--- config.mk ---
export PLATFORM = sky130hd
export DESIGN_NAME = bus_arbiter_2m_flat
export DESIGN_NICKNAME = d
export VERILOG_FILES = /design/src/rtl/bus_arbiter_2m_if.sv /design/src/rtl/bus_arbiter_2m.sv /design/src/flat_wrapper.sv
export SDC_FILE = /design/constraint.sdc
export NUM_CORES = 1
export LEC_CHECK = 0
export CAP_MARGIN = 40
export CORE_AREA = 4 4 41 43
export DETAILED_ROUTE_END_ITERATION = 7
export DIE_AREA = 0 0 45 47
export PLACE_DENSITY = 0.51
export SLEW_MARGIN = 20
export SYNTH_ARGS = -nofsm -noshare
export SYNTH_HDL_FRONTEND = slang
export SYNTH_SLANG_ARGS = --single-unit
--- constraint.sdc ---
create_clock -name clk -period 2.2 [get_ports clk]
set_input_delay 0.44 -clock clk [delete_from_list [all_inputs] [get_ports clk]]
set_output_delay 0.44 -clock clk [all_outputs]
set_load 0.02 [all_outputs]
--- src/rtl/bus_arbiter_2m_if.sv ---
// rtl/bus_arbiter_2m_if.sv - request/grant bundle between two bus masters and the arbiter
interface bus_arbiter_2m_if;
  logic m0_breq;
  logic m1_breq;
  logic bus_busy;
  logic m0_bgrant;
  logic m1_bgrant;
  logic msel;
  logic split_hold;

  modport master (
    output m0_breq, m1_breq, bus_busy,
    input  m0_bgrant, m1_bgrant, msel, split_hold
  );

  modport slave (
    input  m0_breq, m1_breq, bus_busy,
    output m0_bgrant, m1_bgrant, msel, split_hold
  );
endinterface

--- src/rtl/bus_arbiter_2m.sv ---
// rtl/bus_arbiter_2m.sv - two-master bus arbiter, fixed or round-robin priority with hold-limit preemption
module bus_arbiter_2m #(
  parameter int RR_MODE  = 0,
  parameter int MAX_HOLD = 0
) (
  input  logic             clk,
  input  logic             rst,
  bus_arbiter_2m_if.slave  bus
);
  localparam int HW = (MAX_HOLD > 0) ? $clog2(MAX_HOLD + 1) : 1;
  localparam logic [HW-1:0] HOLD_MAX = HW'(MAX_HOLD);

  typedef enum logic [1:0] {IDLE, OWN_M0, OWN_M1} state_t;

  state_t        state;
  logic          run;
  logic          last_owner;
  logic          msel_q;
  logic          split_q;
  logic [HW-1:0] hold_cnt;

  logic own_req;
  logic oth_req;
  logic release_c;
  logic preempt_c;
  logic pick_m1;

  always_comb begin
    own_req = 1'b0;
    oth_req = 1'b0;
    case (state)
      OWN_M0: begin
        own_req = bus.m0_breq;
        oth_req = bus.m1_breq;
      end
      OWN_M1: begin
        own_req = bus.m1_breq;
        oth_req = bus.m0_breq;
      end
      default: begin
        own_req = 1'b0;
        oth_req = 1'b0;
      end
    endcase
    release_c = (state != IDLE) && !own_req;
    preempt_c = (MAX_HOLD != 0) && (state != IDLE) && (hold_cnt == HOLD_MAX) && oth_req;
  end

  // On a tie, round robin hands the bus to whichever master did not own it last.
  assign pick_m1 = bus.m1_breq &&
                   (!bus.m0_breq || ((RR_MODE != 0) && (last_owner == 1'b0)));

  // run gates the first edge after reset release so that release is synchronous.
  always_ff @(posedge clk or posedge rst) begin
    if (rst) begin
      state      <= IDLE;
      run        <= 1'b0;
      last_owner <= 1'b1;
      msel_q     <= 1'b0;
      split_q    <= 1'b0;
      hold_cnt   <= '0;
    end else if (!run) begin
      run <= 1'b1;
    end else begin
      split_q <= (release_c || preempt_c) && bus.bus_busy;
      case (state)
        IDLE: begin
          if (bus.m0_breq || bus.m1_breq) begin
            state      <= pick_m1 ? OWN_M1 : OWN_M0;
            last_owner <= pick_m1;
            msel_q     <= pick_m1;
            hold_cnt   <= '0;
          end
        end
        OWN_M0, OWN_M1: begin
          if ((release_c || preempt_c) && !bus.bus_busy) begin
            hold_cnt <= '0;
            if (oth_req) begin
              state      <= (state == OWN_M0) ? OWN_M1 : OWN_M0;
              last_owner <= (state == OWN_M0);
              msel_q     <= (state == OWN_M0);
            end else begin
              state <= IDLE;
            end
          end else if (hold_cnt != HOLD_MAX) begin
            hold_cnt <= hold_cnt + 1'b1;
          end
        end
        default: begin
          state    <= IDLE;
          hold_cnt <= '0;
        end
      endcase
    end
  end

  assign bus.m0_bgrant  = (state == OWN_M0);
  assign bus.m1_bgrant  = (state == OWN_M1);
  assign bus.msel       = msel_q;
  assign bus.split_hold = split_q;
endmodule
--- src/flat_wrapper.sv ---
// flat-port wrapper written by rule: the top's interface ports become plain ports
module bus_arbiter_2m_flat 
#(
  parameter int RR_MODE  = 0,
  parameter int MAX_HOLD = 0
)
  (clk, rst, bus_m0_breq, bus_m1_breq, bus_bus_busy, bus_m0_bgrant, bus_m1_bgrant, bus_msel, bus_split_hold);
  bus_arbiter_2m_if bus_i ();
  input  logic clk;
  input  logic rst;
  input wire logic [$bits(bus_i.m0_breq)-1:0] bus_m0_breq;
  input wire logic [$bits(bus_i.m1_breq)-1:0] bus_m1_breq;
  input wire logic [$bits(bus_i.bus_busy)-1:0] bus_bus_busy;
  output wire logic [$bits(bus_i.m0_bgrant)-1:0] bus_m0_bgrant;
  output wire logic [$bits(bus_i.m1_bgrant)-1:0] bus_m1_bgrant;
  output wire logic [$bits(bus_i.msel)-1:0] bus_msel;
  output wire logic [$bits(bus_i.split_hold)-1:0] bus_split_hold;
  assign bus_i.m0_breq = bus_m0_breq;
  assign bus_i.m1_breq = bus_m1_breq;
  assign bus_i.bus_busy = bus_bus_busy;
  assign bus_m0_bgrant = bus_i.m0_bgrant;
  assign bus_m1_bgrant = bus_i.m1_bgrant;
  assign bus_msel = bus_i.msel;
  assign bus_split_hold = bus_i.split_hold;
  bus_arbiter_2m #(.RR_MODE(RR_MODE), .MAX_HOLD(MAX_HOLD)) u_core (.clk(clk), .rst(rst), .bus(bus_i));
endmodule
---- Word level (Yosys, flattened, before mapping) ----
Cells that the tools add are included.
storage, ports and cells
  bits in registers ....................... 5
  input port bits ......................... 5
  output and inout bits ................... 4
  word-level logic and storage cells ...... 35
cells by class
  equal/unequal tests ..................... 5
  mux-type cells .......................... 12
  reduce and logical (&&, ||, !) cells .... 14
operator list
  cell                                                    number
  two-way mux 2 bit                                       5
  inequality test 2 x 1 -> 1 bit (second input constant)  3
  one-hot mux 1 bit (2 select lines)                      3
  AND reduction 5 bit                                     1
  logical AND 1 bit                                       4
  one-hot mux 2 bit (2 select lines)                      1
  nonzero test 2 bit                                      2
  zero test 1 bit                                         3
  two-way mux 1 bit                                       3
  AND reduction 3 bit                                     1
  equality test 2 x 1 -> 1 bit (second input constant)    1
  equality test 2 bit (second input constant)             1
  zero test 2 bit                                         1
  OR reduction 2 bit                                      1
  logical OR 1 bit                                        1

---- Logic depth before layout (Yosys ltp) ----
Gate-level depths: netlist of the first run.
  word-level depth ........................ 7
  mapped depth ............................ 6

---- Least setup slack after synthesis of the first run ----
OpenSTA, ideal clock, no wires.
  path type ............................... register to register
  start ................................... register u_core.state[0]
  end ..................................... register u_core.state[0]
  library setup time ...................... 0.125 ns
  arrival time ............................ 1.694 ns
  required time ........................... 2.075 ns
  path slack .............................. 0.380 ns
  stages on the path, launching flop included .. 7
  path buffers ............................ 0
  path through ............................ dfrtp_1 -> inv_1 -> ha_1 -> a22o_1 -> o31ai_2 -> and3b_4 -> mux2_4
on the way
  longest elaborated chain between the ends .. 7
  elaborated cells on any way between the ends .. 17
  those cells by class .................... eq/ne (4); mux (6); reduce/logical (7)
ends and longest elaborated chain
  item                                             line                  text
  start, declared                                  bus_arbiter_2m.sv:15  state_t state;
  start signal, assigned                           bus_arbiter_2m.sv:69  state <= pick_m1 ? OWN_M1 : OWN_M0;
  start signal, assigned                           bus_arbiter_2m.sv:79  state <= (state == OWN_M0) ? OWN_M1 : OWN_M0;
  equality test 2 bit (*)                          -
  via bus_m1_bgrant                                flat_wrapper.sv:15    output wire logic [$bits(bus_i.m1_bgrant)-1:0] bus_m1_bgrant;
  one-hot mux 1 bit (2 select lines)               bus_arbiter_2m.sv:31  case (state)
  zero test 1 bit                                  bus_arbiter_2m.sv:45  release_c = (state != IDLE) && !own_req;
  logical AND 1 bit                                bus_arbiter_2m.sv:45
  logical AND 1 bit                                bus_arbiter_2m.sv:76  if ((release_c || preempt_c) && !bus.bus_busy) begin
  inequality test 2 x 1 -> 1 bit (no source line)  -
  AND reduction 3 bit (no source line)             -
Mark *: on every way through the listed nets, which the timed path passes. The rest lies on a longest branch. The select of a mux whose other input is x is not followed.
A chain may end at the register's enable or synchronous reset.

---- Worst setup path after layout of the first run ----
  start ................................... register u_core.state[1]
  end ..................................... output bus_m0_bgrant
on the way
  longest elaborated chain between the ends .. 1
ends and longest elaborated chain
  item                          line                  text
  equality test 2 x 1 -> 1 bit  bus_arbiter_2m.sv:97  assign bus.m0_bgrant = (state == OWN_M0);
  end, declared                 flat_wrapper.sv:14    output wire logic [$bits(bus_i.m0_bgrant)-1:0] bus_m0_bgrant;
Every way passes these cells.

==> results of run 1 <==
[power by group through the flow]
stage               sequential [uW]  clock, uW  combinational (uW)
finish                          147        102                 429
global route                    153        118                 472
CTS                             147        108                 432
detailed placement              148          0                 429
global placement                147          0                 429
floorplan                       161          0                 296
[worst paths after layout]
kind | start | endpoint | slack, ns | cells after the start
worst max-delay path | u_core.state[1] | bus_m0_bgrant | 0.14 | 3
worst min-delay path | rst | u_core.bus.msel | 0.40 | 2
worst max register to register | u_core.state[0] | u_core.state[0] | 0.36 | 6
worst min register to register | u_core.bus.msel | u_core.bus.msel | 0.52 | 1
max in group asynchronous | rst | u_core.state[0] | 1.64 | 2
min in group clk | u_core.bus.msel | u_core.bus.msel | 0.52 | 1
[worst max-delay path: cells and delay by family (launching register included)]
| kind | cells | cell delay (ns) |
|---|---|---|
| adder cells (fa/ha/maj) | 1 | 0.26 |
| buffers and inverters | 2 | 0.74 |
| flip-flops | 1 | 0.39 |
[synthesized netlist by cell type]
master,instances
sky130_fd_sc_hd__inv_1,6
sky130_fd_sc_hd__dfrtp_1,5
sky130_fd_sc_hd__ha_1,4
sky130_fd_sc_hd__nand2_1,3
sky130_fd_sc_hd__a21oi_1,2
sky130_fd_sc_hd__a211oi_1,1
sky130_fd_sc_hd__a22o_1,1
sky130_fd_sc_hd__a22oi_1,1
sky130_fd_sc_hd__a31oi_1,1
sky130_fd_sc_hd__a41o_1,1
sky130_fd_sc_hd__and3b_4,1
sky130_fd_sc_hd__conb_1,1
sky130_fd_sc_hd__mux2_2,1
sky130_fd_sc_hd__mux2_4,1
sky130_fd_sc_hd__mux2i_1,1
sky130_fd_sc_hd__nand2b_1,1
sky130_fd_sc_hd__nor2b_1,1
sky130_fd_sc_hd__nor3_1,1
sky130_fd_sc_hd__nor3b_1,1
sky130_fd_sc_hd__o21ai_0,1
sky130_fd_sc_hd__o31ai_1,1
sky130_fd_sc_hd__o31ai_2,1
sky130_fd_sc_hd__o32ai_1,1
[per-layer routing]
layer | GRT usage (%) | share of wire (%) | vias up
li1 | - | - | 164
met1 | 8.49 | 44 | 151
met2 | 13.0 | 49 | 7
met3 | 1.92 | 5.9 | 2
met4 | 8.77 | 0.98 | 0
met5 | 0 | 0 | -
[kinds of logic (layout without fill, tap and decap cells)]
group                      count (synthesis)  after routing
AOI/OAI and AO/OA                         11             11
adders and majority gates                  4              4
buffers and inverters                      6             19
DFF                                        5              5
muxes                                      3              3
other                                      1              1
and+or+nand+nor                            8              8
[layout make-up]
class	instances	share of cell area (%)
Clock buffer	4	5.22
Inverter	6	4.48
Multi-Input combinational cell	27	44.3
Sequential cell	5	24.9
Tap cell	15	3.73
Timing Repair Buffer	9	17.4
[through the flow]
step	cells	area [sq um]	utilization (%)	power, uW	worst slack, ns
after floorplan	38	370	-	457	0.380
after global placement	62	477	36.6	576	0.186
after detailed placement	62	477	36.6	577	0.159
after CTS	66	503	38.7	688	0.127
after global routing	66	503	38.7	743	0.0611
final	66	503	38.7	678	0.141
[sequential cells by signal, indices dropped and copies added (netlist names)]
| register | count |
|---|---|
| u_core.bus.msel | 1 |
| u_core.run | 1 |
| u_core.bus.split_hold | 1 |
| u_core.state | 2 |
==> results.cfg, run 1 <==
[placed_design]
hpwl_after_detailed_placement_um = 582
placement.io_buffers = 8
gpl.final_weighted_congestion = 0.762

[pwr]
switching_share_pct = 40.7
net-switching-power_uw = 276
power-per-cell-area_nw_per_um2 = 1350
irDropWorstVdd_uv = 519
cell_internal_pwr_uw = 402
sequential_share_of_power_pct = 21.6
combinationalPowerShare_pct = 63.3
p_leak_uw = 0.000230
power.clock.fraction_pct = 15.0

[synth]
synthMuxAreaShare_pct = 9.80
synth-simple-area-share_pct = 13.2
netlist.area_leader.share_pct = 33.8
part_of_the_yosys_area_used_for_sequential_elements_pct = 33.8
main_combinational_cell_family_by_area_after_synthesis = compound AO/OA/AOI/OAI gates
postSynthAreaPerCell_sq_um = 9.75
synthesis.nets = 47
synthesis.yosys.warnings = 0
postSynthRegisterBits = 5
synth_compound_gate_area_share_pct = 22.6
leading_cell_types_by_total_area_after_synthesis = sky130_fd_sc_hd__dfrtp_1, sky130_fd_sc_hd__ha_1, sky130_fd_sc_hd__inv_1
xor_xnor_cell_area_share_of_the_yosys_netlist_pct = 0
syn-cell-area_sq_um = 370
synth_cell_types = 23
yosys.area_share.adder_pct = 13.5
netlist_instances = 38
yosysTopAreaCell = sky130_fd_sc_hd__dfrtp_1

[cells_and_area]
area_growth_pct = 35.8
drive_gt1_share_pct = 15.7
n_antenna_cell = 0
layout.cells.most_common_list = sky130_fd_sc_hd__clkdlybuf4s50_1, sky130_fd_sc_hd__inv_1, sky130_fd_sc_hd__dfrtp_1
fillerInstances = 146
regArea_sq_um = 125
mostFrequentLayoutCell = sky130_fd_sc_hd__clkdlybuf4s50_1
area_of_the_multi_input_gates_sq_um = 223
final_nets = 61

[global_route]
antenna_violations_before_repair = 0
grt_start_max_net_pins = 8
grt_pass1_vias = 307
grt_first_pass_wirelength_um = 1210
overflow = 0
grt_usage_pct = 8.16

[setup_path]
setup.worst_path.start_class = flop
timing.critical_path.slowest_cell_delay_ns = 0.63
path_class = flop to output pin
critPathMaxFanout = 5
critical_path.slowest_cell = sky130_fd_sc_hd__clkdlybuf4s50_1
critical_path_required_ns = 1.76
cp_cell_sequence = inv_1, ha_1, clkdlybuf4s50_1
worst_ep_arrival_time_ns = 1.62
end_kind = output pin

[timing]
fin_tns_setup_ns = 0
final_hold_viol_count = 0
setup_viol = 0
worst_clock_skew_ns = 0.00100
layout_worst_path_cycle_share_pct = 93.6
period_minus_slack_ns = 2.06
grt_setup_unrepaired = no
timing.final.max_slew_violations = 0
finalHoldWorstSlack_ns = 0.399
timing.fmax_mhz = 486

[status]
status = complete, no violations

[run]
timing.max_cap.violations = 0

[die]
start_util_pct = 28.5
row_count = 13
dieArea_sq_um = 2120
die_width_um = 45
design.portCount = 9
die_h_um = 47
core-area_sq_um = 1300

[clocking]
clk-insertion-delay-late_ns = 0.24
clock-root-buffer = sky130_fd_sc_hd__clkbuf_4
htree_levels = 1
cts_buffers = 3
cts_hold_buffers = 0
clkTransAtPathRegs_ns = 0.04
clock_tree_from_tritoncts = yes
clock_path_buffers = 2
clock_sink_total = 5
cts_resized = 0
post_cts_buffers = 0

[drt]
first_iteration_detailed_routing_drc_count = 11
detailroute.via_count = 324
drtPass1Iterations = 4
final_antenna_net_count = 0
post_drt_wl_per_cell_um = 10.8
post-route-drc-count = 0
detail_route.wirelength_um = 711
routed_via_density = 4.91

[worst_hold_path]
min_path_type = primary input to asynchronous set/reset pin
Power figures use the tool's default switching activity.
==> inputs of run 2 (changes only) <==
--- a/config.mk
+++ b/config.mk
@@ -5,7 +5,7 @@
 export SDC_FILE = /design/constraint.sdc
 export NUM_CORES = 1
 export LEC_CHECK = 0
-export CAP_MARGIN = 40
+export CAP_MARGIN = 20
 export CORE_AREA = 4 4 41 43
 export DETAILED_ROUTE_END_ITERATION = 7
 export DIE_AREA = 0 0 45 47
==> results of run 2 <==
No change in the layout: final DEF, timing and power equal those of run 1.
==> inputs of run 3 (changes only) <==
--- a/config.mk
+++ b/config.mk
@@ -6,9 +6,9 @@
 export NUM_CORES = 1
 export LEC_CHECK = 0
 export CAP_MARGIN = 20
-export CORE_AREA = 4 4 41 43
+export CORE_AREA = 2 2 39 41
 export DETAILED_ROUTE_END_ITERATION = 7
-export DIE_AREA = 0 0 45 47
+export DIE_AREA = 0 0 41 43
 export PLACE_DENSITY = 0.51
 export SLEW_MARGIN = 20
 export SYNTH_ARGS = -nofsm -noshare
==> run 3 against run 2 <==
  * Wire length down 5.5%
  * Clock-buffer cell count stayed put
  * Non-clock buffer count stayed put
  * First-iteration DRC count fell by 91%
  * Worst hold slack gained 0.0032 ns
  * Total power decreased by 0.65%
  * Flip-flop and latch count unchanged
  * Utilization down 2.2 points
  * Sequential share of layout area fell by 0.062 points
  * Largest power group unchanged
==> results.cfg, run 3 (synthesized netlist as in run 1, its figures left out) <==
[global_route]
groute.layer.met2.usage_pct = 13.1
grt_first_pass_wirelength_um = 1160
grt_pass1_vias = 295
grt_usage_pct = 9.70
global_route.usage.met1_pct = 13.4
antenna_violations_before_repair = 0
grt_start_max_net_pins = 8
overflow = 0
global_route_met3_utilization_pct = 2.09
gr-max-usage-layer = met1

[die]
start_util_pct = 26.8
design.portCount = 9
die_h_um = 43
die_width_um = 41
core-area_sq_um = 1380
row_count = 14
dieArea_sq_um = 1760

[setup_path]
critPathMaxFanout = 5
critical_r2r_capture = u_core.state[0]
timing.critical_path.slowest_cell_delay_ns = 0.63
path_class = flop to output pin
cp_cell_sequence = inv_1, ha_1, clkdlybuf4s50_1
timing.rr.start = u_core.state[0]
setup.worst_path.start_class = flop
timing.reg2reg.worst_path_depth = 6
crit_buf_inv = 2
timing.critical_path.max_delay_family = buffers and inverters
critical_path_required_ns = 1.76
critical_path.slowest_cell = sky130_fd_sc_hd__clkdlybuf4s50_1
worst_ep_arrival_time_ns = 1.62
ff2ff_setup_slack_ns = 0.33
end_kind = output pin

[pwr]
power-per-cell-area_nw_per_um2 = 1340
irDropWorstVdd_uv = 482
p_leak_uw = 0.000230

[timing]
timing.final.max_slew_violations = 0
fin_tns_setup_ns = 0
timing.fmax_mhz = 486
setup_viol = 0
grt_setup_unrepaired = no
layout_worst_path_cycle_share_pct = 93.5
period_minus_slack_ns = 2.06
worst_clock_skew_ns = 0.00115
finalHoldWorstSlack_ns = 0.402
final_hold_viol_count = 0

[clocking]
cts_buffers = 3
clock_sink_total = 5
clock-root-buffer = sky130_fd_sc_hd__clkbuf_4
clk-insertion-delay-late_ns = 0.23
htree_levels = 1
cts_hold_buffers = 0
clock_tree_from_tritoncts = yes
cts_resized = 0
clock_path_buffers = 2
clkTransAtPathRegs_ns = 0.04
post_cts_buffers = 0

[placed_design]
hpwl_after_detailed_placement_um = 537
placement.io_buffers = 8
gpl.final_weighted_congestion = 0.655

[cells_and_area]
area_growth_pct = 36.1
final_nets = 61
largest_register_ffs = 2
mostFrequentLayoutCell = sky130_fd_sc_hd__clkdlybuf4s50_1
drive_gt1_share_pct = 15.7
register_with_the_most_flip_flops = u_core.state
n_antenna_cell = 0
layout.cells.most_common_list = sky130_fd_sc_hd__clkdlybuf4s50_1, sky130_fd_sc_hd__inv_1, sky130_fd_sc_hd__dfrtp_1

[run]
timing.max_cap.violations = 0

[drt]
post_drt_wl_per_cell_um = 10.0
detailroute.via_count = 298
detail_route.wirelength_um = 672
routed_via_density = 4.45
post-route-drc-count = 0
final_antenna_net_count = 0
drtPass1Iterations = 2
first_iteration_detailed_routing_drc_count = 1

[worst_hold_path]
min_path_type = primary input to asynchronous set/reset pin

[status]
status = complete, no violations
-- run 3: cell counts in the layout (fill, tap and decap cells not counted) --
No cell type changed its count.
-- run 3: worst max path at each step --
stage                           end  cells past startpoint  slack, ns            start
finish                bus_m1_bgrant                      3       0.14  u_core.state[0]
global placement    u_core.state[0]                      5       0.15      bus_m1_breq
detailed placement  u_core.state[0]                      5       0.16      bus_m1_breq
global route          bus_m0_bgrant                      3       0.07  u_core.state[1]
floorplan           u_core.state[0]                      6       0.38  u_core.state[0]
CTS                   bus_m1_bgrant                      3       0.13  u_core.state[0]
-- run 3: through the flow --
stage	worst slack, ns	std cells	area [sq um]	power [uW]	util, %
after floorplan	0.380	38	370	457	-
after global placement	0.149	63	478	585	34.5
after detailed placement	0.159	63	478	573	34.5
after CTS	0.126	67	504	684	36.4
after global routing	0.0683	67	504	734	36.4
final	0.142	67	504	674	36.4
-- run 3: power by group --
group / switching, uW / total [uW] / internal, uW
Combinational: 216 / 425 / 209
Sequential: 23.1 / 148 / 125
Clock: 33.1 / 101 / 68.3
Total: 272 / 674 / 402
-- run 3: final cells by class --
type | count | area, sq um
clock buffers | 4 | 26.3
fillers | 148 | 880
inverters | 6 | 22.5
multi-input cells | 27 | 223
flip-flops and latches | 5 | 125
well taps | 16 | 20.0
repair buffers | 9 | 87.6
-- run 3: metal layers --
metal,up-vias,routed length [um]
met5,-,0
met4,0,0
met3,0,40
met2,7,302
met1,131,329
li1,160,-
